**src/rtl/lsu_pkg.sv**
```systemverilog
`default_nettype none
// ============================================================================
//  Module      : lsu_pkg
//  Description : Shared size codes, FSM state encodings and helpers for the
//                load/store unit.
//  Revision    : 1.0  initial release
// ============================================================================
package lsu_pkg;

    // Access size codes as presented on req_size (2'b11 behaves as a word)
    localparam logic [1:0] SIZE_BYTE = 2'b00;
    localparam logic [1:0] SIZE_HALF = 2'b01;
    localparam logic [1:0] SIZE_WORD = 2'b10;

    // Control FSM state encodings
    localparam logic [1:0] ST_IDLE   = 2'b00;
    localparam logic [1:0] ST_ACCESS = 2'b01;
    localparam logic [1:0] ST_WRITE  = 2'b10;
    localparam logic [1:0] ST_RESP   = 2'b11;

    // Both SIZE_WORD and the reserved code 2'b11 are full-word accesses
    function automatic logic size_is_word(input logic [1:0] size);
        return size[1];
    endfunction

endpackage
`default_nettype wire

```
**src/rtl/load_store_unit_if.sv**
```systemverilog
`default_nettype none
// ============================================================================
//  Module      : load_store_unit_if
//  Description : CPU request/response and RAM bus signals of the load/store
//                unit. The unit uses the slave modport; the environment
//                (CPU plus RAM) uses the master modport.
//  Revision    : 1.0  initial release
// ============================================================================
interface load_store_unit_if #(
    parameter int N = 32
);
    logic          req_valid;
    logic          req_ready;
    logic          req_write;
    logic [1:0]    req_size;
    logic          req_unsigned;
    logic [N-1:0]  req_addr;
    logic [N-1:0]  req_wdata;
    logic          resp_valid;
    logic [N-1:0]  resp_rdata;
    logic [N-1:0]  mem_addr;
    logic [N-1:0]  mem_write_data;
    logic          mem_write_enable;
    logic [N-1:0]  mem_data;

    modport slave (
        input  req_valid, req_write, req_size, req_unsigned, req_addr, req_wdata,
        input  mem_data,
        output req_ready, resp_valid, resp_rdata,
        output mem_addr, mem_write_data, mem_write_enable
    );

    modport master (
        output req_valid, req_write, req_size, req_unsigned, req_addr, req_wdata,
        output mem_data,
        input  req_ready, resp_valid, resp_rdata,
        input  mem_addr, mem_write_data, mem_write_enable
    );
endinterface
`default_nettype wire

```
**src/rtl/byte_lane_align.sv**
```systemverilog
`default_nettype none
// ============================================================================
//  Module      : byte_lane_align
//  Description : Combinational lane logic. Sign/zero-extends the low byte or
//                half of a RAM word for loads, and merges sub-word store data
//                into the low lanes of a previously read word.
//  Revision    : 1.0  initial release
// ============================================================================
module byte_lane_align
    import lsu_pkg::*;
#(
    parameter int N = 32
) (
    input  logic [1:0]   size,
    input  logic         zero_ext,
    input  logic [N-1:0] raw_word,
    input  logic [N-1:0] old_word,
    input  logic [N-1:0] store_data,
    output logic [N-1:0] load_word,
    output logic [N-1:0] store_word
);

    logic w_byte_fill;
    logic w_half_fill;

    assign w_byte_fill = ~zero_ext & raw_word[7];
    assign w_half_fill = ~zero_ext & raw_word[15];

    // Select extension and merge by access size; word sizes pass straight through
    always_comb begin
        load_word  = raw_word;
        store_word = store_data;
        case (size)
            SIZE_BYTE: begin
                load_word  = {{(N-8){w_byte_fill}}, raw_word[7:0]};
                store_word = {old_word[N-1:8], store_data[7:0]};
            end
            SIZE_HALF: begin
                load_word  = {{(N-16){w_half_fill}}, raw_word[15:0]};
                store_word = {old_word[N-1:16], store_data[15:0]};
            end
            default: ;
        endcase
    end

endmodule
`default_nettype wire

```
**src/rtl/load_store_unit.sv**
```systemverilog
`default_nettype none
// ============================================================================
//  Module      : load_store_unit
//  Description : Turns CPU byte/half/word load-store requests into accesses
//                on a combinational-read, full-word-write RAM. Sub-word
//                stores are done as read-modify-write. One request is in
//                flight at a time.
//  Revision    : 1.0  initial release
// ============================================================================
module load_store_unit
    import lsu_pkg::*;
#(
    parameter int N = 32
) (
    input  logic             clk,
    input  logic             rst,
    load_store_unit_if.slave bus
);

    logic [1:0]   r_state;
    logic [N-1:0] r_addr;
    logic [1:0]   r_size;
    logic         r_zero_ext;
    logic         r_write;
    logic [N-1:0] r_wdata;
    logic [N-1:0] r_old_word;
    logic [N-1:0] r_rdata;

    logic         w_is_word;
    logic         w_we;
    logic [N-1:0] w_load_word;
    logic [N-1:0] w_store_word;

    assign w_is_word = size_is_word(r_size);

    byte_lane_align #(
        .N (N)
    ) u_align (
        .size       (r_size),
        .zero_ext   (r_zero_ext),
        .raw_word   (bus.mem_data),
        .old_word   (r_old_word),
        .store_data (r_wdata),
        .load_word  (w_load_word),
        .store_word (w_store_word)
    );

    // Sequence one request: latch in IDLE, read/write in ACCESS, merge-write in WRITE, respond in RESP
    always_ff @(posedge clk) begin
        if (rst) begin
            r_state    <= ST_IDLE;
            r_addr     <= '0;
            r_size     <= '0;
            r_zero_ext <= 1'b0;
            r_write    <= 1'b0;
            r_wdata    <= '0;
            r_old_word <= '0;
            r_rdata    <= '0;
        end else begin
            case (r_state)
                ST_IDLE: begin
                    if (bus.req_valid) begin
                        r_addr     <= bus.req_addr;
                        r_size     <= bus.req_size;
                        r_zero_ext <= bus.req_unsigned;
                        r_write    <= bus.req_write;
                        r_wdata    <= bus.req_wdata;
                        r_state    <= ST_ACCESS;
                    end
                end
                ST_ACCESS: begin
                    if (!r_write) begin
                        r_rdata <= w_load_word;
                        r_state <= ST_RESP;
                    end else if (w_is_word) begin
                        // Full word was written directly at this edge
                        r_rdata <= '0;
                        r_state <= ST_RESP;
                    end else begin
                        // Keep the current word so its untouched lanes survive the write
                        r_old_word <= bus.mem_data;
                        r_rdata    <= '0;
                        r_state    <= ST_WRITE;
                    end
                end
                ST_WRITE: r_state <= ST_RESP;
                ST_RESP:  r_state <= ST_IDLE;
                default:  r_state <= ST_IDLE;
            endcase
        end
    end

    // RAM strobe is suppressed during reset so an interrupted store never commits
    always_comb begin
        w_we = 1'b0;
        if (!rst) begin
            if (r_state == ST_WRITE) begin
                w_we = 1'b1;
            end else if ((r_state == ST_ACCESS) && r_write && w_is_word) begin
                w_we = 1'b1;
            end
        end
    end

    assign bus.req_ready        = (r_state == ST_IDLE);
    assign bus.resp_valid       = (r_state == ST_RESP);
    assign bus.resp_rdata       = (r_state == ST_RESP) ? r_rdata : '0;
    assign bus.mem_addr         = r_addr;
    assign bus.mem_write_enable = w_we;
    assign bus.mem_write_data   = w_we ? w_store_word : '0;

endmodule
`default_nettype wire

```
**src/flat_wrapper.sv**
```systemverilog
// flat-port wrapper written by rule: the top's interface ports become plain ports
module load_store_unit_flat import lsu_pkg::*;
#(
    parameter int N = 32
)
  (clk, rst, bus_req_valid, bus_req_write, bus_req_size, bus_req_unsigned, bus_req_addr, bus_req_wdata, bus_mem_data, bus_req_ready, bus_resp_valid, bus_resp_rdata, bus_mem_addr, bus_mem_write_data, bus_mem_write_enable);
  load_store_unit_if #(.N(N)) bus_i ();
  input  logic clk;
  input  logic rst;
  input wire logic [$bits(bus_i.req_valid)-1:0] bus_req_valid;
  input wire logic [$bits(bus_i.req_write)-1:0] bus_req_write;
  input wire logic [$bits(bus_i.req_size)-1:0] bus_req_size;
  input wire logic [$bits(bus_i.req_unsigned)-1:0] bus_req_unsigned;
  input wire logic [$bits(bus_i.req_addr)-1:0] bus_req_addr;
  input wire logic [$bits(bus_i.req_wdata)-1:0] bus_req_wdata;
  input wire logic [$bits(bus_i.mem_data)-1:0] bus_mem_data;
  output wire logic [$bits(bus_i.req_ready)-1:0] bus_req_ready;
  output wire logic [$bits(bus_i.resp_valid)-1:0] bus_resp_valid;
  output wire logic [$bits(bus_i.resp_rdata)-1:0] bus_resp_rdata;
  output wire logic [$bits(bus_i.mem_addr)-1:0] bus_mem_addr;
  output wire logic [$bits(bus_i.mem_write_data)-1:0] bus_mem_write_data;
  output wire logic [$bits(bus_i.mem_write_enable)-1:0] bus_mem_write_enable;
  assign bus_i.req_valid = bus_req_valid;
  assign bus_i.req_write = bus_req_write;
  assign bus_i.req_size = bus_req_size;
  assign bus_i.req_unsigned = bus_req_unsigned;
  assign bus_i.req_addr = bus_req_addr;
  assign bus_i.req_wdata = bus_req_wdata;
  assign bus_i.mem_data = bus_mem_data;
  assign bus_req_ready = bus_i.req_ready;
  assign bus_resp_valid = bus_i.resp_valid;
  assign bus_resp_rdata = bus_i.resp_rdata;
  assign bus_mem_addr = bus_i.mem_addr;
  assign bus_mem_write_data = bus_i.mem_write_data;
  assign bus_mem_write_enable = bus_i.mem_write_enable;
  load_store_unit #(.N(N)) u_core (.clk(clk), .rst(rst), .bus(bus_i));
endmodule
```
**config.mk**
```make
export PLATFORM = sky130hd
export DESIGN_NAME = load_store_unit_flat
export DESIGN_NICKNAME = d
export VERILOG_FILES = /design/src/rtl/lsu_pkg.sv /design/src/rtl/load_store_unit_if.sv /design/src/rtl/byte_lane_align.sv /design/src/rtl/load_store_unit.sv /design/src/flat_wrapper.sv
export SDC_FILE = /design/constraint.sdc
export NUM_CORES = 1
export LEC_CHECK = 0
export CORE_ASPECT_RATIO = 0.6
export CORE_MARGIN = 2
export CORE_UTILIZATION = 46
export CTS_BUF_LIST = sky130_fd_sc_hd__clkbuf_4
export CTS_CLUSTER_DIAMETER = 80
export DETAILED_ROUTE_END_ITERATION = 8
export GPL_TIMING_DRIVEN = 0
export PLACE_DENSITY = 0.83
export SLEW_MARGIN = 20
export SYNTH_ARGS = -nofsm -noshare
export SYNTH_HDL_FRONTEND = slang
export SYNTH_SLANG_ARGS = --single-unit
```
**constraint.sdc**
```tcl
create_clock -name clk -period 1.65 [get_ports clk]
set_input_delay 0.165 -clock clk [delete_from_list [all_inputs] [get_ports clk]]
set_output_delay 0.165 -clock clk [all_outputs]
set_load 0.02 [all_outputs]
```
==> metrics.md, run 1 <==
| Metric | Value |
|---|---|
| Outcome | `complete, but fails checks` |
| Failing checks | `setup timing` |
| Non-Filler Instances | `1093` |
| Hold Crit Start | `bus_req_addr[26]` |
| GP Congestion | `0.8446` |
| Clock sink count | `126` |
| VDD IR max | `0.7576 mV` |
| Clock root cell | `clkbuf_4` |
| Commonest non-fill, non-tap cell in the layout | `nand2_1` |
| Dpl cells | `1038` |
| Worst-Skew Late Latency | `0.54 ns` |
| Synth Area in Simple Gates | `26.89%` |
| Worst r2r src | `u_core.r_state[1]` |
| Leakage | `3.414 nW` |
| Final setup fails | `67` |
| H-tree levels | `4` |
| Sequential cell area fraction in the yosys report | `47.06%` |
| Die height | `87.62 µm` |
| Final net count | `1027` |
| Remaining Overflow, GRT | `0` |
| Clock-pin slew on the worst setup and hold paths | `0.13 ns` |
| Setup_tns | `-30.46 ns` |
| Hold Crit Class | `in -> reg` |
| Crit-path max FO | `5` |
| Most frequent cells in the layout | `nand2_1 (208), a21oi_1 (139), dfxtp_1 (123), clkdlybuf4s50_1 (102), buf_6 (80)` |
| Final Power | `10.61 mW` |
| Compound-gate portion of the synthesized area | `15.31%` |
| Net Sw Power | `4.041 mW` |
| Slew Limit Fails | `0` |
| Fin. Hold Viols | `0` |
| Reg2Reg Setup Slack | `-0.03 ns` |
| Startpoint Class | `flop` |
| Worst-Margin Slew | `0.6847 ns` |
| Initial DRT Pass Iterations | `5` |
| Max Clk Rate | `0.4465 GHz` |
| Site row count | `30` |
| Main combinational cell family by area after synthesis | `simple AND/OR/NAND/NOR gates` |
| Share of layout cells above drive strength 1 | `25.86%` |
| Max_slew headroom | `54.35%` |
| Synth Area in XOR/XNOR | `0%` |
| Vias | `5707` |
| Final worst slack | `-0.5896 ns` |
| Hold Buf Count CTS | `0` |
| Final WL | `19150 µm` |
| Clock Path Buffers | `2` |
| Post-Syn Nets | `785` |
| CP Capture Type | `output pin` |
| Synth-to-Final Area Change | `59.92%` |
| Initial antenna violation count | `1` |
| Crit share post-route | `135.7%` |
| Routed Antenna Nets | `0` |
| Synth warn | `0` |
| Tot GR Track Use | `29.19%` |
| Pre-CTS setup slack | `-0.6126 ns` |
| Flop pwr share | `37.5%` |
| Syn avg cell area | `7.917 µm²` |
| Reg2reg path depth | `8` |
| Initial core utilization | `47.28%` |
| Power density cells | `1238 nW/µm²` |
| Post-Synthesis Cell Area | `5360 µm²` |
| DR iter-0 viols | `367` |
| Core area | `11340 µm²` |
| Die area | `12560 µm²` |
| DRC errors left | `0` |
| Mux cell area share after synthesis | `3.455%` |
| Vias in the first global route | `5712` |
| CTS tree | `built` |
| Largest net degree at the start of global routing | `17` |
| First-pass GRT wire length | `28210 µm` |
| CP required | `1.48 ns` |
| Sw Ratio | `38.09%` |
| Clk_skew | `0.01747 ns` |
| Comb power frac | `40.8%` |
| Clock power share | `21.8%` |
| Hold depth | `3` |
| CP Class | `reg -> out` |
| Total CTS buffers | `17` |
| Worst EP arrival | `2.07 ns` |
| Seq cells post-synth | `126` |
| MaxCap Viol Count | `0` |
| Routed WL per cell | `17.52 µm` |
| Die X | `143.4 µm` |
| Tmin final | `2.240 ns` |
| Number of port buffers | `201` |
| Io pins | `202` |
| Int Pwr | `6.567 mW` |
| End of the worst register-to-register path | `u_core.r_old_word[13]` |
| RSZ-0062 raised after global routing | `true` |
| Mapped Cells | `677` |
| Synth Area in Adders | `1.167%` |
| Post-DP HPWL | `13210 µm` |
| Yosys cell types | `29` |
| Vias per cell | `5.221` |
| Hold path endpoint | `u_core.bus.mem_addr[26]` |
kinds of logic (layout without fill, tap and decap cells):
group,Yosys count,after routing
AO/OA/AOI/OAI,160,160
adder cells (fa/ha/maj),5,5
buffers and inverters,55,310
multiplexers,18,18
AND/OR/NAND/NOR,313,313
other,0,1
flip-flops,126,126
Yosys cell counts:
cell type  count  area [µm²]
a31oi_1        1       6.260
a221oi_1       1       8.760
buf_4          6       45.04
nor2_2        16       100.1
clkbuf_1      17       63.81
o21ai_0        6       30.03
and3b_1        2       17.52
and2_1        41       256.5
nand3b_1       1       7.510
a21oi_2        4       35.03
a21oi_1      144       720.7
mux2i_1       17       170.2
nor2b_1       25       156.4
nor3b_1        1       7.510
buf_1          4       15.01
nor2_1        12       45.04
or2_1          2       12.51
buf_2         13       65.06
ha_1           5       62.56
o21ai_1        4       20.02
nor4b_4        1       23.77
inv_1          3       11.26
mux2_4         1       15.01
inv_2          1       3.750
buf_6         11       123.9
dfxtp_1      126        2522
nand2_1      209       784.5
nand3_4        1       17.52
nand2b_1       2       12.51
per-stage QoR:
step	utilization, %	instance area [µm²]	hold WS [ns]
after floorplan	-	5360	0.3010
after global placement	66.80	7572	0.4298
after detailed placement	66.80	7572	0.4358
after CTS	72.36	8203	0.1284
after global routing	75.62	8572	0.1349
final	75.62	8572	0.1551
sequential cells by signal, summed over array words and instances, names as in the netlist:
signal,count
u_core.bus.mem_addr,32
u_core.r_old_word,24
u_core.r_rdata,32
u_core.r_size,2
u_core.r_state,2
u_core.r_wdata,32
u_core.r_write,1
u_core.r_zero_ext,1
worst max-delay path by stage:
stage	from	to	slack, ns	depth (start not counted)
floorplan	u_core.r_state[1]	bus_mem_write_data[0]	0.07	7
global placement	u_core.r_state[1]	bus_mem_write_data[22]	-0.56	8
detailed placement	u_core.r_state[1]	bus_mem_write_data[31]	-0.61	8
CTS	u_core.r_state[1]	bus_mem_write_data[12]	-0.55	8
global route	u_core.r_state[1]	bus_mem_write_data[26]	-0.73	8
finish	u_core.r_state[1]	bus_mem_write_data[12]	-0.59	8
cell type report:
type	instances	area (µm²)
fill	823	2764
inverter	4	27.53
clock inverter	15	168.9
tap	160	200.2
buffer	49	405.4
sequential	126	2531
timing repair inverter	1	11.26
timing repair buffer	224	2302
multi-input combinational	496	2795
clock buffer	17	127.6
antenna	1	2.502
critical path: stages, from the launching register on:
cell and delay [ns]:
dfxtp_4 0.39, inv_4 0.07, ha_4 0.12, a31oi_1 0.09
or2_4 0.28, buf_12 0.15, clkbuf_16 0.17, a21oi_2 0.11
buf_4 0.15
power by group through the flow:
stage	clock (mW)	sequential (mW)	combinational, mW
2_1_floorplan	0	4.05	2.06
3_3_place_gp	0	3.93	3.37
3_5_place_dp	0	3.97	3.51
4_1_cts	2.31	3.94	3.86
5_1_grt	2.46	4.03	4.64
6_report	2.31	3.98	4.32
per-layer routing:
metal / global-route usage [%] / part of all wire [%] / vias to the layer above
met1: 37.51 / 41 / 2684
met4: 10.61 / 2.1 / 0
li1: - / - / 2683
met2: 46.28 / 46 / 298
met3: 9.896 / 11 / 42
met5: 0 / 0 / -
what timing repair did:
action	4_1_cts	5_1_grt
gates cloned	3	3
resized for setup	492	84
pin swaps	7	8
setup endpoints to repair	197	141
buffers inserted	12	6
Note: power is estimated with default switching activity, not from simulation.
==> run 2, diff against run 1 <==
--- a/config.mk
+++ b/config.mk
@@ -5,6 +5,7 @@
 export SDC_FILE = /design/constraint.sdc
 export NUM_CORES = 1
 export LEC_CHECK = 0
+export ABC_AREA = 0
 export CORE_ASPECT_RATIO = 0.6
 export CORE_MARGIN = 2
 export CORE_UTILIZATION = 46
==> results of run 2 <==
No change in the layout: final DEF, timing and power equal those of run 1.
